--- src/rtl/hs_npu_cmd_scheduler.sv ---
// Layer-command FIFO and round-robin dispatcher for a multi-core NPU.
// Optional per-core busy-cycle counters: define HS_NPU_SCHED_PERF_EN.
module hs_npu_cmd_scheduler #(
  parameter int unsigned NUM_CORES = 4,
  parameter int unsigned CMD_WIDTH = 256,
  parameter int unsigned CMD_DEPTH = 8,
  parameter int unsigned CNT_W     = $clog2(CMD_DEPTH + 1)
) (
  input  logic                  clk,
  input  logic                  rst_n,
  input  logic                  cmd_valid_i,
  output logic                  cmd_ready_o,
  input  logic [CMD_WIDTH-1:0]  cmd_data_i,
  input  logic                  cmd_barrier_i,
  input  logic                  flush_i,
  output logic [NUM_CORES-1:0]  core_exec_valid_o,
  input  logic [NUM_CORES-1:0]  core_exec_ready_i,
  output logic [CMD_WIDTH-1:0]  core_cmd_o,
  input  logic [NUM_CORES-1:0]  core_done_i,
  output logic [NUM_CORES-1:0]  core_busy_o,
  output logic [CNT_W-1:0]      queue_count_o,
  output logic [31:0]           completed_count_o,
  output logic                  idle_o,
  output logic                  err_o
`ifdef HS_NPU_SCHED_PERF_EN
  ,
  output logic [NUM_CORES*32-1:0] core_busy_cycles_o
`endif
);

  localparam int unsigned PTR_W = (CMD_DEPTH > 1) ? $clog2(CMD_DEPTH) : 1;
  localparam int unsigned GW    = (NUM_CORES > 1) ? $clog2(NUM_CORES) : 1;
  localparam int unsigned ENT_W = CMD_WIDTH + 1;

  localparam logic [1:0] S_IDLE    = 2'd0;
  localparam logic [1:0] S_ISSUE   = 2'd1;
  localparam logic [1:0] S_BARRIER = 2'd2;

  logic [ENT_W-1:0]     mem [CMD_DEPTH];
  logic [PTR_W-1:0]     wr_ptr, rd_ptr;
  logic [CNT_W-1:0]     count;
  logic [1:0]           state, state_nxt;
  logic [GW-1:0]        grant, last_grant, sel_idx;
  logic                 sel_found;
  logic [NUM_CORES-1:0] busy, grant_oh, done_ok, done_bad;
  logic [31:0]          done_cnt;
  logic [ENT_W-1:0]     head;
  logic                 full, empty, push, hs;
  int unsigned          cand;

  assign full      = (count == CNT_W'(CMD_DEPTH));
  assign empty     = (count == '0);
  assign push      = cmd_valid_i & cmd_ready_o;
  assign head      = mem[rd_ptr];
  assign grant_oh  = NUM_CORES'(1) << grant;
  assign hs        = (state == S_ISSUE) & |(core_exec_ready_i & grant_oh);
  assign done_ok   = core_done_i & busy;
  assign done_bad  = core_done_i & ~busy;

  assign cmd_ready_o       = ~full & ~flush_i;
  assign core_exec_valid_o = (state == S_ISSUE) ? grant_oh : '0;
  assign core_cmd_o        = (state == S_ISSUE) ? head[CMD_WIDTH-1:0] : '0;
  assign core_busy_o       = busy;
  assign queue_count_o     = count;
  assign idle_o            = empty & ~|busy & (state == S_IDLE);

  // Round-robin pick: first free core after the last grant, wrapping.
  always_comb begin
    sel_found = 1'b0;
    sel_idx   = '0;
    cand      = 0;
    for (int i = 0; i < int'(NUM_CORES); i++) begin
      cand = int'(last_grant) + i + 1;
      if (cand >= NUM_CORES) cand = cand - NUM_CORES;
      if (!sel_found && !busy[GW'(cand)]) begin
        sel_found = 1'b1;
        sel_idx   = GW'(cand);
      end
    end
  end

  always_comb begin
    done_cnt = '0;
    for (int k = 0; k < int'(NUM_CORES); k++) begin
      done_cnt = done_cnt + 32'(done_ok[k]);
    end
  end

  // State register
  always_ff @(posedge clk) begin
    if (!rst_n) state <= S_IDLE;
    else        state <= state_nxt;
  end

  // Next-state logic
  always_comb begin
    state_nxt = state;
    case (state)
      S_IDLE: begin
        if (!flush_i && !empty) begin
          if (head[CMD_WIDTH] && |busy) state_nxt = S_BARRIER;
          else if (sel_found)           state_nxt = S_ISSUE;
        end
      end
      S_ISSUE: begin
        if (hs) state_nxt = S_IDLE;
      end
      S_BARRIER: begin
        if (flush_i || ((busy & ~core_done_i) == '0)) state_nxt = S_IDLE;
      end
      default: state_nxt = S_IDLE;
    endcase
  end

  // Grant latched on entry to ISSUE; remembered after the handshake.
  always_ff @(posedge clk) begin
    if (!rst_n) begin
      grant      <= '0;
      last_grant <= GW'(NUM_CORES - 1);
    end else begin
      if (state == S_IDLE && state_nxt == S_ISSUE) grant <= sel_idx;
      if (hs) last_grant <= grant;
    end
  end

  always_ff @(posedge clk) begin
    if (push) mem[wr_ptr] <= {cmd_barrier_i, cmd_data_i};
  end

  // FIFO pointers; a flush during ISSUE keeps only the head entry.
  always_ff @(posedge clk) begin
    if (!rst_n) begin
      wr_ptr <= '0;
      rd_ptr <= '0;
      count  <= '0;
    end else if (flush_i && state != S_ISSUE) begin
      rd_ptr <= wr_ptr;
      count  <= '0;
    end else if (flush_i) begin
      wr_ptr <= rd_ptr + PTR_W'(1);
      if (hs) begin
        rd_ptr <= rd_ptr + PTR_W'(1);
        count  <= '0;
      end else begin
        count  <= CNT_W'(1);
      end
    end else begin
      if (push) wr_ptr <= wr_ptr + PTR_W'(1);
      if (hs)   rd_ptr <= rd_ptr + PTR_W'(1);
      case ({push, hs})
        2'b10:   count <= count + CNT_W'(1);
        2'b01:   count <= count - CNT_W'(1);
        default: count <= count;
      endcase
    end
  end

  always_ff @(posedge clk) begin
    if (!rst_n) begin
      busy              <= '0;
      completed_count_o <= '0;
      err_o             <= 1'b0;
    end else begin
      busy              <= (busy & ~core_done_i) | (hs ? grant_oh : '0);
      completed_count_o <= completed_count_o + done_cnt;
      if (|done_bad) err_o <= 1'b1;
    end
  end

`ifdef HS_NPU_SCHED_PERF_EN
  // Saturating busy-cycle counter per core.
  for (genvar g = 0; g < int'(NUM_CORES); g++) begin : g_perf
    always_ff @(posedge clk) begin
      if (!rst_n) begin
        core_busy_cycles_o[g*32 +: 32] <= '0;
      end else if (busy[g] && core_busy_cycles_o[g*32 +: 32] != 32'hFFFF_FFFF) begin
        core_busy_cycles_o[g*32 +: 32] <= core_busy_cycles_o[g*32 +: 32] + 32'd1;
      end
    end
  end
`endif

endmodule

--- config.mk ---
export PLATFORM = sky130hd
export DESIGN_NAME = hs_npu_cmd_scheduler
export DESIGN_NICKNAME = d
export VERILOG_FILES = /design/src/rtl/hs_npu_cmd_scheduler.sv
export SDC_FILE = /design/constraint.sdc
export NUM_CORES = 2
export LEC_CHECK = 0
export CAP_MARGIN = 5
export CORE_ASPECT_RATIO = 0.8
export CORE_UTILIZATION = 60
export DETAILED_ROUTE_END_ITERATION = 7
export DONT_BUFFER_PORTS = 1
export GPL_ROUTABILITY_DRIVEN = 0
export GPL_TIMING_DRIVEN = 0
export PLACE_DENSITY = 0.78
export SYNTH_ARGS = -nofsm -noshare
export SYNTH_HDL_FRONTEND = slang
export SYNTH_SLANG_ARGS = --single-unit
--- constraint.sdc ---
create_clock -name clk -period 105.3 [get_ports clk]
set_clock_uncertainty 0.15 [all_clocks]
set_input_delay 31.59 -clock clk [delete_from_list [all_inputs] [get_ports clk]]
set_output_delay 31.59 -clock clk [all_outputs]
set_load 0.01 [all_outputs]
======== Yosys cells after proc, flatten, opt, wreduce, memory -nomap -nowiden ========
Memories as Yosys holds them, arrays and structs flattened. A register that Yosys moved wholly into a read port is not among the register bits.
Cells that the tools add are included.
storage, ports and cells
  memories ................................ 1
  output and inout port bits .............. 303
  word-level logic and storage cells ...... 127
  memory bits (writable) .................. 2056
  register bits after elaboration ......... 53
  bits of input ports ..................... 269
operators by class
  order comparisons ....................... 8
  reduce and logical (&&, ||, !) cells .... 27
  shift operators ......................... 1
  bitwise logic cells ..................... 16
  eq/ne operators ......................... 7
  add/sub/neg operators ................... 18
  mux-type cells .......................... 40
memory list
  memory  depth  width  rd ports  clocked after Yosys merged registers in  wr ports  RTL line  text
  mem     8      257    1         1                                        1         39        logic [ENT_W-1:0] mem [CMD_DEPTH];
operators by type and width
  cell                                                               count
  2-to-1 mux 256 bit                                                 1
  adder 32 x 4 -> 32 bit                                             1
  2-to-1 mux 2 bit                                                   13
  2-to-1 mux 3 bit                                                   6
  bitwise AND 4 bit                                                  4
  adder 3 x 1 -> 4 bit, second input constant                        3
  greater-or-equal comparator 4 x 3 -> 1 bit, second input constant  3
  < comparator 2 x 3 -> 1 bit, second input constant                 4
  2-to-1 mux 4 bit                                                   3
  OR reduction 4 bit                                                 3
  2-to-1 mux 1 bit                                                   11
  binary-select mux 1 bit (select 2 bit)                             4
  zero test 1 bit                                                    8
  zero test 4 bit                                                    2
  inverter 4 bit                                                     2
  case mux 4 bit (2 select lines)                                    1
  subtractor 2 x 1 -> 2 bit, second input constant                   4
  logical AND 1 bit                                                  7
  adder 2 x 2 -> 3 bit, second input constant                        2
  adder 3 x 1 -> 3 bit, second input constant                        2
  == test 2 x 1 -> 1 bit, second input constant                      3
  case mux 2 bit (3 select lines)                                    1
  bitwise AND 1 bit                                                  5
  adder 3 x 1 -> 4 bit                                               1
  18 further kinds                                                   23

======== Logic depth before layout (Yosys ltp) ========
  depth after elaboration ................. 21
  depth in mapped cells ................... 11
  depth with buffers taken out ............ 9

======== Least setup slack after synthesis ========
OpenSTA, ideal clock, no wires.
  path kind ............................... input to output
  start point ............................. input flush_i
  end point ............................... output cmd_ready_o
  data required time ...................... 73560 ps
  stages .................................. 3
  data arrival time ....................... 32301 ps
  setup slack ............................. 41259 ps
  path buffers ............................ 2
  path through ............................ clkbuf_1 > clkbuf_1 > nor2_1
between the ends
  cells in the longest elaborated chain, start to end .. 2
ends and longest elaborated chain
  element             RTL line  text
  start: declaration  15        input logic flush_i,
  inverter 1 bit      60        assign cmd_ready_o = ~full & ~flush_i;
  bitwise AND 1 bit   60
  end: declaration    12        output logic cmd_ready_o,
Every way passes these cells.

======== Worst setup path in the final report ========
Ends and elaborated chain as after synthesis.

==> impl_metrics.tcl <==
set metrics [dict create \
    globalRouteOverflowTotal 0 \
    cp_cell_sequence "clkbuf_1 > clkbuf_1 > nor2_1" \
    syn-num-nets 3899 \
    detail_route.iter0.violations 4410 \
    data_required_time_at_the_worst_endpoint_ns 73.56 \
    finalPower_mw 1.71 \
    pwr_density_cell_mw_per_mm2 18.7 \
    antenna_left 0 \
    timing.critical_path.arrival_ns 32.59 \
    clockRootBuffer "sky130_fd_sc_hd__clkbuf_16" \
    synth.area.top_cells "sky130_fd_sc_hd__edfxtp_1, sky130_fd_sc_hd__mux4_2, sky130_fd_sc_hd__mux2i_1" \
    dieHeight_um 330 \
    gr-usage-all-layers_pct 28.1 \
    rsz0062_at_grt "no" \
    share_seq_of_total_power_pct 54.8 \
    drtPass1Iterations 5 \
    pre_cts_ws_ns 41.00 \
    result_of_the_run "finished clean" \
    number_of_top_level_design_ports 572 \
    critPathMaxFanout 10 \
    synth_enable_flop_cells 2056 \
    critical_path.top_delay_family "buffers and inverters" \
    worst_path_most_repeated_cell "sky130_fd_sc_hd__clkbuf_1" \
    cpMaxStageDelayCell "sky130_fd_sc_hd__clkbuf_1" \
    port_buffer_cells 0 \
    netlist.area_leader.share_pct 76.6 \
    htree_levels 4 \
    synth_largest_area_cell "sky130_fd_sc_hd__edfxtp_1" \
    clkTransAtPathRegs_ns 0.06 \
    vias 39220 \
    drt-total-wl_um 189000 \
    internal_power_mw 1.36 \
    ff_latch_count_synth 2112 \
    fin_crit_ns 64.33 \
    antenna_found_initial 4 \
    coreArea_mm2 0.133 \
    drt-wirelength-per-cell_um 31.5 \
    cts_tree "yes" \
    post_cts.resized_instances 0 \
    max_slew_margin_pct 12.7 \
    reg2reg_from "queue_count_o[0]$_SDFFE_PP0P_" \
    synth-seq-area-share_pct 78.0 \
    power.ir.vdd_worst_v 0.0000181 \
    power_frac_clock_pct 40.4 \
    postLayoutCoreUtil_pct 69.4 \
    clk_path_buf_depth 3 \
    end_kind "primary output" \
    finalNetCount 4369 \
    hpwlAfterDp_um 124000 \
    leakage_nw 28.3 \
    hold_violations 0 \
    critPathKind "in -> out" \
    p_comb_share_pct 4.8 \
    worstPathBufferInverterCount 2 \
    floorplan.die_area_mm2 0.136 \
    cap_violations 0 \
    count_of_clock_tree_sinks 2112 \
    worst_r2r_endpoint "mem[4][240]$_DFFE_PP_" \
    synth_ff_type "sky130_fd_sc_hd__edfxtp_1" \
    post_synth.cell_area_avg_um2 22.3 \
    netlist_instances 3621 \
    fraction_of_layout_cells_with_a_size_suffix_above_1_pct 26.8 \
    fp.dieW_um 412 \
    min_delay_path_depth 2 \
    grt_pass1_vias 39951 \
    synth_warnings 0 \
    pin_slew_with_the_least_headroom_to_its_limit_ns 1.31 \
    num_rows 119 \
    synth_most_common_cell "sky130_fd_sc_hd__edfxtp_1" \
    timing.critical_path.slowest_cell_delay_ns 0.43 \
    power_switching_share_pct 20.8 \
    areaGrowthSynthToFinish_pct 14.0 \
    most_frequent_cells_after_synthesis "sky130_fd_sc_hd__edfxtp_1, sky130_fd_sc_hd__mux4_2, sky130_fd_sc_hd__nor2_1" \
    worstSkewPairLatency_ns 0.84 \
    grt_first_pass_wirelength_um 273000 \
    postCtsSetupBuffers 0 \
    post-route-period-util_pct 61.1 \
    grt_max_degree 27 \
    synth.lib_cells_used.distinct 54 \
    worst-r2r-cell-count 14 \
    post_drt_via_cell_ratio 6.52 \
    min_to "rd_ptr[2]$_SDFFE_PN0N_" \
    sum_of_negative_setup_slack_ns 0 \
    report.final.setup_viol 0 \
    power_switching_mw 0.357 \
    route.detailed.drc 0 \
    regToRegSetupSlack_ns 100.77 \
    tritoncts.num_buffers 191 \
    slew_violations 0 \
    hp-class "reg -> reg" \
    start_util_pct 60.8 \
    cts_hold_repair.buffers 0 \
    synthesis.area_mm2 0.0806 \
    critPathLaunchType "input pin" \
    least_setup_slack_across_all_paths_after_layout_ns 40.97 \
    synthArstFlopShare_pct 0 \
    fmax_mhz 15.5 \
    hold_start "rd_ptr[2]$_SDFFE_PN0N_" \
]
-- metal layers --
metal	track usage [%]	vias to the layer above	wire, um
li1	-	16008	-
met4	9.74	2	6280
met5	0	-	13
met3	8.11	354	19000
met2	44.6	2048	92400
met1	37.7	20808	71800
-- worst reg2reg max path, stage by stage, from the launching register on --
cell and delay [ns]:
sky130_fd_sc_hd__dfxtp_1 0.58, sky130_fd_sc_hd__nor4b_1 0.22, sky130_fd_sc_hd__nor3_1 0.41, sky130_fd_sc_hd__nand2_1 0.28, sky130_fd_sc_hd__nor3_2 0.67, sky130_fd_sc_hd__buf_8 0.24
sky130_fd_sc_hd__buf_6 0.19, sky130_fd_sc_hd__buf_6 0.17, sky130_fd_sc_hd__buf_6 0.19, sky130_fd_sc_hd__buf_6 0.19, sky130_fd_sc_hd__buf_6 0.19, sky130_fd_sc_hd__buf_8 0.17
sky130_fd_sc_hd__buf_4 0.24, sky130_fd_sc_hd__buf_6 0.20, sky130_fd_sc_hd__buf_6 0.17
-- logic make-up after synthesis --
| group | after synthesis | synth area share, % |
|---|---|---|
| buffers and inverters | 207 | 1.05 |
| xor gates and xnor gates | 13 | 0.141 |
| adders and majority gates | 9 | 0.177 |
| muxes | 783 | 17.7 |
| AOI/OAI and AO/OA | 61 | 0.537 |
| and+or+nand+nor | 436 | 2.41 |
| DFF | 2112 | 78.0 |
-- cells in the final DEF (no fill, tap or decap), types with 38 or more instances in the layout --
cell and n:
sky130_fd_sc_hd__edfxtp_1 2056, sky130_fd_sc_hd__mux4_2 515, sky130_fd_sc_hd__nor2_1 280, sky130_fd_sc_hd__mux2i_1 268
sky130_fd_sc_hd__clkbuf_16 193, sky130_fd_sc_hd__clkbuf_1 137, sky130_fd_sc_hd__buf_4 128, sky130_fd_sc_hd__buf_6 124
sky130_fd_sc_hd__dfxtp_1 56, sky130_fd_sc_hd__buf_2 53, sky130_fd_sc_hd__buf_1 40, sky130_fd_sc_hd__nand2_1 39
sky130_fd_sc_hd__clkinv_1 38
-- per-stage QoR --
| step | area, um^2 | cells | hold WS (ns) |
|---|---|---|---|
| 6_report | 91900 | 6014 | 0.352 |
| 5_1_grt | 91900 | 6010 | 0.371 |
| 4_1_cts | 91900 | 6010 | 0.349 |
| 3_5_place_dp | 85700 | 5652 | 0.334 |
| 3_3_place_gp | 82800 | 5375 | 0.326 |
| 2_1_floorplan | 80600 | 3621 | 0.302 |
-- layout make-up --
type                            count  area (um^2)
Tap cell                         1754         2190
Inverter                           14         52.6
Antenna cell                        4         10.0
Clock buffer                      235         4990
Multi-Input combinational cell   1302        17000
Timing Repair Buffer              277         2800
Fill cell                        7688        40600
Buffer                            193          800
Clock inverter                    123         1260
Sequential cell                  2112        62900
-- worst max path at each step --
stage                        from               endpoint  slack, ns  cells after the start
final                     flush_i            cmd_ready_o      40.97                      3
after global routing      flush_i            cmd_ready_o      40.89                      3
after CTS                 flush_i            cmd_ready_o      41.00                      3
after detailed placement  flush_i            cmd_ready_o      41.00                      3
after global placement    flush_i  mem[2][210]$_DFFE_PP_      19.67                      4
after floorplan           flush_i            cmd_ready_o      41.26                      3
-- flip-flops by register name, indices dropped and copies added, names as in the netlist, named ones only --
signal	count
queue_count_o	4
grant	2
last_grant	2
state	2
mem	2056
wr_ptr	3
rd_ptr	3
completed_count_o	32
err_o	1
core_busy_o	4
-- power by group through the flow --
stage	Sequential (mW)	Clock (mW)	Combinational (mW)
final	0.940	0.692	0.0825
after global placement	0.980	0	0.0754
after detailed placement	0.958	0	0.0819
after floorplan	0.968	0	0.0553
after global routing	0.940	0.731	0.0873
after CTS	0.940	0.701	0.0833
(Power assumes the default switching activity.)
